## src/rtl/bpi_cfg_seq.sv

```systemverilog
// Configuration-block sequencer for a BPI PROM engine: uploads four config
// words from PROM (UL) or erases and reprograms them from CFG_IN (DL).
module bpi_cfg_seq #(
  parameter logic [15:0] OP_LOAD_ADDR = 16'h0017,
  parameter logic [15:0] CFG_ADDR_HI  = 16'h007F,
  parameter logic [15:0] CFG_ADDR_LO  = 16'h0000,
  parameter logic [15:0] OP_READ4     = 16'h0064,
  parameter logic [15:0] OP_UNLOCK    = 16'h0014,
  parameter logic [15:0] OP_ERASE     = 16'h000A,
  parameter logic [15:0] OP_PROG4     = 16'h006C,
  parameter logic [23:0] TIMEOUT      = 24'd4000000
) (
  input  logic        CLK,
  input  logic        RST,
  input  logic        UL_REQ,
  input  logic        DL_REQ,
  input  logic [15:0] CFG_IN0,
  input  logic [15:0] CFG_IN1,
  input  logic [15:0] CFG_IN2,
  input  logic [15:0] CFG_IN3,
  output logic [15:0] CMD_DATA,
  output logic        CMD_WE,
  input  logic        CMD_FULL,
  input  logic [15:0] RBK_DATA,
  input  logic        RBK_EMPTY,
  output logic        RBK_RE,
  input  logic        PROM_BUSY,
  output logic [15:0] CFG_OUT0,
  output logic [15:0] CFG_OUT1,
  output logic [15:0] CFG_OUT2,
  output logic [15:0] CFG_OUT3,
  output logic        CFG_VALID,
  output logic        BUSY,
  output logic        DONE,
  output logic        ERR
);

  typedef enum logic [2:0] {
    IDLE, FLUSH, ISSUE, RBK, WAIT_PROM, FIN, FAIL
  } state_t;

  state_t            state_q, state_d;
  logic              dl_q, dl_d;
  logic [3:0]        idx_q, idx_d;
  logic [1:0]        wcnt_q, wcnt_d;
  logic [23:0]       tmo_q, tmo_d;
  logic              armed_q, armed_d;
  logic [3:0][15:0]  shadow_q, shadow_d;
  logic [3:0][15:0]  cfg_q, cfg_d;
  logic              valid_q, valid_d;
  logic              err_q, err_d;
  logic              tmo_hit;
  logic [3:0]        last_idx;

  // Command word at position idx of the UL (4-word) or DL (13-word) sequence.
  function automatic logic [15:0] seq_word(input logic dl, input logic [3:0] idx,
                                           input logic [3:0][15:0] sh);
    logic [15:0] w;
    w = '0;
    if (!dl) begin
      case (idx[1:0])
        2'd0:    w = OP_LOAD_ADDR;
        2'd1:    w = CFG_ADDR_HI;
        2'd2:    w = CFG_ADDR_LO;
        default: w = OP_READ4;
      endcase
    end else begin
      case (idx)
        4'd0, 4'd5: w = OP_LOAD_ADDR;
        4'd1, 4'd6: w = CFG_ADDR_HI;
        4'd2, 4'd7: w = CFG_ADDR_LO;
        4'd3:       w = OP_UNLOCK;
        4'd4:       w = OP_ERASE;
        4'd8:       w = OP_PROG4;
        4'd9:       w = sh[0];
        4'd10:      w = sh[1];
        4'd11:      w = sh[2];
        4'd12:      w = sh[3];
        default:    w = '0;
      endcase
    end
    return w;
  endfunction

  assign tmo_hit  = (tmo_q == TIMEOUT - 24'd1);
  assign last_idx = dl_q ? 4'd12 : 4'd3;

  always_comb begin
    state_d  = state_q;
    dl_d     = dl_q;
    idx_d    = idx_q;
    wcnt_d   = wcnt_q;
    tmo_d    = tmo_q;
    armed_d  = armed_q;
    shadow_d = shadow_q;
    cfg_d    = cfg_q;
    valid_d  = valid_q;
    err_d    = err_q;
    CMD_DATA = '0;
    CMD_WE   = 1'b0;
    RBK_RE   = 1'b0;

    unique case (state_q)
      IDLE: begin
        if (UL_REQ) begin
          err_d   = 1'b0;
          valid_d = 1'b0;
          dl_d    = 1'b0;
          idx_d   = '0;
          state_d = FLUSH;
        end else if (DL_REQ) begin
          err_d    = 1'b0;
          dl_d     = 1'b1;
          idx_d    = '0;
          shadow_d = {CFG_IN3, CFG_IN2, CFG_IN1, CFG_IN0};
          state_d  = ISSUE;
        end
      end
      FLUSH: begin
        if (RBK_EMPTY) state_d = ISSUE;
        else           RBK_RE  = 1'b1;
      end
      ISSUE: begin
        CMD_DATA = seq_word(dl_q, idx_q, shadow_q);
        if (!CMD_FULL) begin
          CMD_WE = 1'b1;
          idx_d  = idx_q + 4'd1;
          if (idx_q == last_idx) begin
            idx_d   = '0;
            tmo_d   = '0;
            wcnt_d  = '0;
            armed_d = 1'b0;
            state_d = dl_q ? WAIT_PROM : RBK;
          end
        end
      end
      RBK: begin
        tmo_d = tmo_q + 24'd1;
        if (!RBK_EMPTY) begin
          RBK_RE         = 1'b1;
          cfg_d[wcnt_q]  = RBK_DATA;
          wcnt_d         = wcnt_q + 2'd1;
        end
        // Capturing the fourth word takes precedence over an expiring timer.
        if (!RBK_EMPTY && wcnt_q == 2'd3) begin
          valid_d = 1'b1;
          state_d = FIN;
        end else if (tmo_hit) begin
          state_d = FAIL;
        end
      end
      WAIT_PROM: begin
        tmo_d = tmo_q + 24'd1;
        if (PROM_BUSY) armed_d = 1'b1;
        if (armed_q && !PROM_BUSY) begin
          cfg_d   = shadow_q;
          valid_d = 1'b1;
          state_d = FIN;
        end else if (tmo_hit) begin
          state_d = FAIL;
        end
      end
      FIN:  state_d = IDLE;
      FAIL: begin
        err_d   = 1'b1;
        state_d = IDLE;
      end
      default: state_d = IDLE;
    endcase
  end

  always_ff @(posedge CLK) begin
    if (RST) begin
      state_q  <= IDLE;
      dl_q     <= 1'b0;
      idx_q    <= '0;
      wcnt_q   <= '0;
      tmo_q    <= '0;
      armed_q  <= 1'b0;
      shadow_q <= '0;
      cfg_q    <= '0;
      valid_q  <= 1'b0;
      err_q    <= 1'b0;
    end else begin
      state_q  <= state_d;
      dl_q     <= dl_d;
      idx_q    <= idx_d;
      wcnt_q   <= wcnt_d;
      tmo_q    <= tmo_d;
      armed_q  <= armed_d;
      shadow_q <= shadow_d;
      cfg_q    <= cfg_d;
      valid_q  <= valid_d;
      err_q    <= err_d;
    end
  end

  assign CFG_OUT0  = cfg_q[0];
  assign CFG_OUT1  = cfg_q[1];
  assign CFG_OUT2  = cfg_q[2];
  assign CFG_OUT3  = cfg_q[3];
  assign CFG_VALID = valid_q;
  assign BUSY      = (state_q != IDLE);
  assign DONE      = (state_q == FIN);
  assign ERR       = err_q;

endmodule

```

## config.mk

```make
export PLATFORM = sky130hd
export DESIGN_NAME = bpi_cfg_seq
export DESIGN_NICKNAME = d
export VERILOG_FILES = /design/src/rtl/bpi_cfg_seq.sv
export SDC_FILE = /design/constraint.sdc
export NUM_CORES = 1
export LEC_CHECK = 0
export BUFFER_PORTS_ARGS = -buffer_cell sky130_fd_sc_hd__buf_2
export CAP_MARGIN = 5
export CORE_ASPECT_RATIO = 1.75
export CORE_MARGIN = 1
export CORE_UTILIZATION = 55
export DETAILED_ROUTE_END_ITERATION = 10
export PLACE_DENSITY = 0.78
export SLEW_MARGIN = 0
export SYNTH_ARGS = -nofsm -noshare
export SYNTH_HDL_FRONTEND = slang
export SYNTH_SLANG_ARGS = --single-unit
```

## constraint.sdc

```tcl
create_clock -name CLK -period 2.15 [get_ports CLK]
set_input_delay 0.1075 -clock CLK [delete_from_list [all_inputs] [get_ports CLK]]
set_output_delay 0.1075 -clock CLK [all_outputs]
set_load 0.01 [all_outputs]
```

[Word level (Yosys, flattened, before mapping)]
Index checks and enable logic that the tools add are counted.
Storage, ports and cells
  register bits: 165
  output and inout bits: 86
  word-level logic and storage cells: 133
Operators by class
  add/subtract/negate cells: 3
  reduce and logical (&&, ||, !) cells: 31
  eq/ne operators: 30
  bitwise operators: 1
  magnitude comparators: 2
  muxes and demuxes: 50
Operator list (number)
  $pmux 16 s9: 1
  $mux 64: 2
  $pmux 64 s2: 1
  $bwmux 64: 1
  $mux 16: 3
  $mux 24: 2
  $pmux 24 s2: 1
  $demux 16 s2: 1
  $mux 3: 9
  $add 24x1->24 const B: 1
  $eq 24x22->1 const B: 1
  $pmux 7 s3: 1
  $eq 4x4->1 const B: 5
  $mux 4: 5
  $ne 2x2->1 const B: 8
  $reduce_and 4->1: 4
  $pmux 3 s5: 1
  $mux 1: 14
  $reduce_bool 2->1: 7
  $eq 4x3->1 const B: 3
  $reduce_and 3->1: 4
  $eq 3x3->1 const B: 3
  $pmux 4 s2: 1
  $reduce_or 2->1: 4
  other kinds (24): 34

[Depth between registers and ports, before layout]
  word-level depth: 7
  mapped depth: 9
  depth with buffers taken out: 7

[Worst setup path after synthesis]
No wires, ideal clock.
  kind: register to register
  from: register idx_q[3]
  to: register tmo_q[14]
  setup time: 0.132 ns
  buffers on the path: 2
  arrival time: 1.842 ns
  path slack: 0.175 ns
  stages on the path, launching flop included: 8
  cell sequence: dfxtp_1 > buf_2 > or4_4 > o32ai_4 > a21oi_4 > buf_6 > o41ai_1 > a21oi_1
Between the ends
  longest elaborated chain between the ends: 3
RTL lines
  start: declaration: RTL line 44  | logic [3:0] idx_q, idx_d;
  start signal: assignment: RTL line 187  | idx_q <= idx_d;
  $eq 4x4->1: RTL line 128  | if (idx_q == last_idx) begin
  $ne 2x2->1 (no line)
  $reduce_and 3->1 (no line)
  end signal: assignment: RTL line 189  | tmo_q <= tmo_d;
  end: declaration: RTL line 46  | logic [23:0] tmo_q, tmo_d;
No other way between the ends.
A chain may end at the register's enable or synchronous reset.

[Final worst setup path]
  from: register idx_q[1]
  to: output port CMD_DATA[3]
Between the ends
  longest elaborated chain between the ends: 5
  elaborated cells between the ends (all ways): 20
RTL lines
  $eq 4x1->1, or another cell as far along: RTL line 68  | case (idx)
  $reduce_or 2->1: RTL line 68
  $pmux 16 s9: RTL line 68
  $mux 16 (*): RTL line 60  | if (!dl) begin
  $mux 16 (*): RTL line 103  | unique case (state_q)
  end: declaration: RTL line 21  | output logic [15:0] CMD_DATA,
Mark *: on every way between the ends. The rest lies on a longest branch, timed or not.

==> impl_metrics.ini <==
[critical_path]
cp-startpoint = idx_q[1]
cp_cell_sequence = inv_4 -> ha_4 -> and2_4 -> a222oi_1 -> nand2_1 -> a31o_2 -> buf_6
cp-end-kind = output port
max_stage_delay_ns = 0.45
crit_family = compound AO/OA/AOI/OAI gates
r2r-start = idx_q[1]
critical_path.max_fanout = 7
required_ns = 2.04
rrSetupSlack_ns = -0.03
r2r_end = tmo_q[8]
worst_path_max_delay_cell = a222oi_1
critPathLaunchType = flop
path_depth = 7
crit_end = CMD_DATA[3]
worstPathBufferInverterCount = 2
path_class = reg2out
cp.arrival_ns = 2.16
worstRegToRegCells = 8

[placed_design]
place.port_buffers = 172
gp_congestion = 0.9367
post-dp-hpwl_um = 19740

[global_routing]
antenna_found_initial = 0
grt_pass1_wl_um = 43730
grt_max_degree = 127
track_usage_pct = 37.88
first_global_vias = 8595
gr-total-overflow = 0

[logic_synthesis]
synth_top_family_by_area = compound AO/OA/AOI/OAI gates
async_flop_share_pct = 0
synthAdderAreaFrac_pct = 1.555
syn_area_um2 = 8048
synth_cell_type_count = 58
synth_compound_area_share_pct = 29.79
synth_warnings = 0
synth_edf_count = 0
synth_seq_cells = 165
synthMuxAreaShare_pct = 0.1399
ys_seq_area_share_pct = 41.04
synthCells = 1029
synth_nets = 1126
syn_avg_cell_area_um2 = 7.821
synthSimpleGateAreaFrac_pct = 22.33
synth_xor_area_share_pct = 0.1088
synth_ff_type = dfxtp_1

[timing]
setup_viol = 12
slew_headroom_pct = 49.86
rsz0062_at_grt = yes
fin_ws_ns = -0.1162
skew_ns = 0.01189
clock.fmax_mhz = 441.3
fin_crit_sh_pct = 105.4
min_period_ns = 2.266
slew_viol_final = 0
worst_pin_slew_ns = 0.7522
hold_violations = 0

[worst_hold_path]
min_path_type = in2reg

[route]
wl_um = 29310
viasPerCell = 6.179
ant_nets = 0
drtIter0Drc = 802
dr.pass1.iters = 8
drc_errors = 0
routedWlPerCell_um = 20.05
vias = 9034

[floorplanning]
dieArea_um2 = 15140
core.rowCount = 58
io-pin-count = 173
fp.dieH_um = 162.0
core_area_um2 = 14300
floorplan.initialDensity_pct = 56.29
die_x_um = 93.44

[cells_and_area]
area_growth_pct = 36.66
antenna_cells = 0
n_fill_cell = 1018
seqCellArea_um2 = 3312
nNetsFinal = 1367
drive_above_1_share_pct = 25.98
postLayoutCoreUtil_pct = 76.93
multi_input_area_um2 = 4552

[power]
switchingPower_mw = 3.055
p_int_mw = 6.065
p_clk_share_pct = 34.5
seq_power_share_pct = 38.5
irDropWorstVdd_mv = 0.5453
switching_share_pct = 33.50
powerDensity_nw_per_um2 = 829.2
comb_power_share_pct = 27.0
power.total_mw = 9.120
p_leak_nw = 4.352

[clocking]
cts_root_buf = clkbuf_16
htree_levels = 4
clk_latency_ns = 0.43
clock_sinks = 165
cts_buffers = 17
path_clk_slew_ns = 0.07
clockBufferDepth = 2
cts_tree = yes

[outcome]
violations = negative setup slack
outcome = finished with violations

[run]
cap_violations = 0
==> what timing repair did <==
item	4_1_cts	5_1_grt
hold buffers	63	0
gates resized for setup	33	35
setup endpoints to repair	16	59
cloned	0	2
setup buffers	9	9
hold endpoints to repair	63	0
pin swaps	7	20
==> logic make-up (layout without fill, tap and decap cells) <==
| kind of cell | after synthesis | count (layout) |
|---|---|---|
| muxes | 1 | 1 |
| AOI/OAI and AO/OA | 404 | 404 |
| xor gates and xnor gates | 1 | 1 |
| buffers and inverters | 101 | 354 |
| adders and majority gates | 10 | 10 |
| DFF | 165 | 165 |
| and+or+nand+nor | 347 | 347 |
==> power groups by stage <==
stage	Sequential [mW]	Combinational (mW)	Clock, mW
6_report	3.51	2.46	3.15
5_1_grt	3.52	2.64	3.28
4_1_cts	3.49	2.31	3.16
3_5_place_dp	3.55	2.13	0
3_3_place_gp	3.54	2.11	0
2_1_floorplan	3.45	1.30	0
==> per-layer routing <==
| layer | up-vias | wire (um) | GRT usage (%) |
|---|---|---|---|
| li1 | 4162 | - | - |
| met1 | 4202 | 10210 | 39.28 |
| met2 | 521 | 15020 | 67.98 |
| met3 | 149 | 1827 | 5.618 |
| met4 | 0 | 2256 | 27.41 |
| met5 | - | 0 | 0 |
==> how the worst min path moves through the flow <==
stage	depth (start not counted)	slack (ns)	end	start
final	3	0.01	shadow_q[5]	CFG_IN0[5]
after global routing	3	0.009	shadow_q[5]	CFG_IN0[5]
after floorplan	1	0.20	dl_q	UL_REQ
after detailed placement	3	0.35	shadow_q[15]	CFG_IN0[15]
after global placement	3	0.35	shadow_q[15]	CFG_IN0[15]
after CTS	2	0.002	dl_q	UL_REQ
==> per-stage QoR <==
stage          cell area [um^2]   TNS, ns  std cells  hold slack, ns  setup WS [ns]
6_report                  11000   -0.5162       1462         0.01006        -0.1162
3_5_place_dp               9341         0       1349          0.3534        0.05899
4_1_cts                   10750   -0.2820       1452        0.001916       -0.09076
5_1_grt                   11000    -1.794       1462        0.009259        -0.1714
2_1_floorplan              8048         0       1029          0.2041         0.1753
3_3_place_gp               9341  -0.05271       1349          0.3513       -0.05271
==> final cells by class <==
class / count / share of cell area, %
well taps: 180 / 2.048
clock inverters: 13 / 1.502
repair buffers: 312 / 20.63
clock buffers: 18 / 3.902
multi-input cells: 763 / 41.39
flip-flops and latches: 165 / 30.11
inverters: 11 / 0.4209
==> cell usage after synthesis, types with 4 or more instances <==
| library cell | count | area share [%] |
|---|---|---|
| a211oi_1 | 4 | 0.37 |
| a21oi_1 | 181 | 11 |
| a22o_1 | 4 | 0.44 |
| a22oi_1 | 22 | 2.1 |
| and2_1 | 4 | 0.31 |
| buf_1 | 14 | 0.65 |
| buf_2 | 15 | 0.93 |
| clkbuf_1 | 60 | 2.8 |
| dfxtp_1 | 165 | 41 |
| ha_1 | 10 | 1.6 |
| inv_1 | 11 | 0.51 |
| nand2_1 | 158 | 7.4 |
| nand2b_1 | 4 | 0.31 |
| nand3_1 | 15 | 0.93 |
| nand3b_1 | 67 | 6.2 |
| nand4_1 | 5 | 0.39 |
| nor2_1 | 30 | 1.4 |
| nor2b_1 | 9 | 0.70 |
| nor3_1 | 12 | 0.75 |
| o21a_1 | 70 | 6.5 |
| o21ai_0 | 93 | 5.8 |
| o31ai_1 | 4 | 0.37 |
| or3_1 | 17 | 1.3 |
| or4_1 | 6 | 0.56 |
==> placed cells by master (no fill, tap or decap), drive strengths merged, types with 2 or more instances in the layout <==
master / Yosys / routed
buf: 30 / 246
a21oi: 182 / 182
dfxtp: 165 / 165
nand2: 158 / 158
o21ai: 94 / 94
o21a: 70 / 70
nand3b: 67 / 67
dlygate4sd3: 0 / 63
nor2: 30 / 30
a22oi: 23 / 23
clkbuf: 60 / 21
inv: 11 / 18
or3: 17 / 17
nand3: 15 / 15
nor3: 12 / 12
ha: 10 / 10
nor2b: 9 / 9
or4: 7 / 7
and2: 6 / 6
nand4: 5 / 5
a22o: 4 / 4
a211oi: 4 / 4
nand2b: 4 / 4
o31ai: 4 / 4
o211ai: 3 / 3
o31a: 3 / 3
a31oi: 3 / 3
nor4: 3 / 3
clkinvlp: 0 / 3
a221oi: 3 / 3
nor3b: 3 / 3
and3: 2 / 2
a21o: 2 / 2
and4: 2 / 2
bufinv: 0 / 2
or4b: 2 / 2
==> state kept, by name, indices dropped and copies added (netlist names) <==
name       count
shadow_q      64
dl_q           1
idx_q          4
armed_q        1
tmo_q         24
CFG_OUT1      16
CFG_OUT0      16
ERR            1
wcnt_q         2
state_q        3
CFG_VALID      1
CFG_OUT2      16
CFG_OUT3      16
==> tightest hold or removal path, stage by stage <==
cell and delay, ns:
buf_2 0.10, nand2_1 0.11, a21oi_1 0.07
Note: power is estimated with default switching activity, not from simulation.
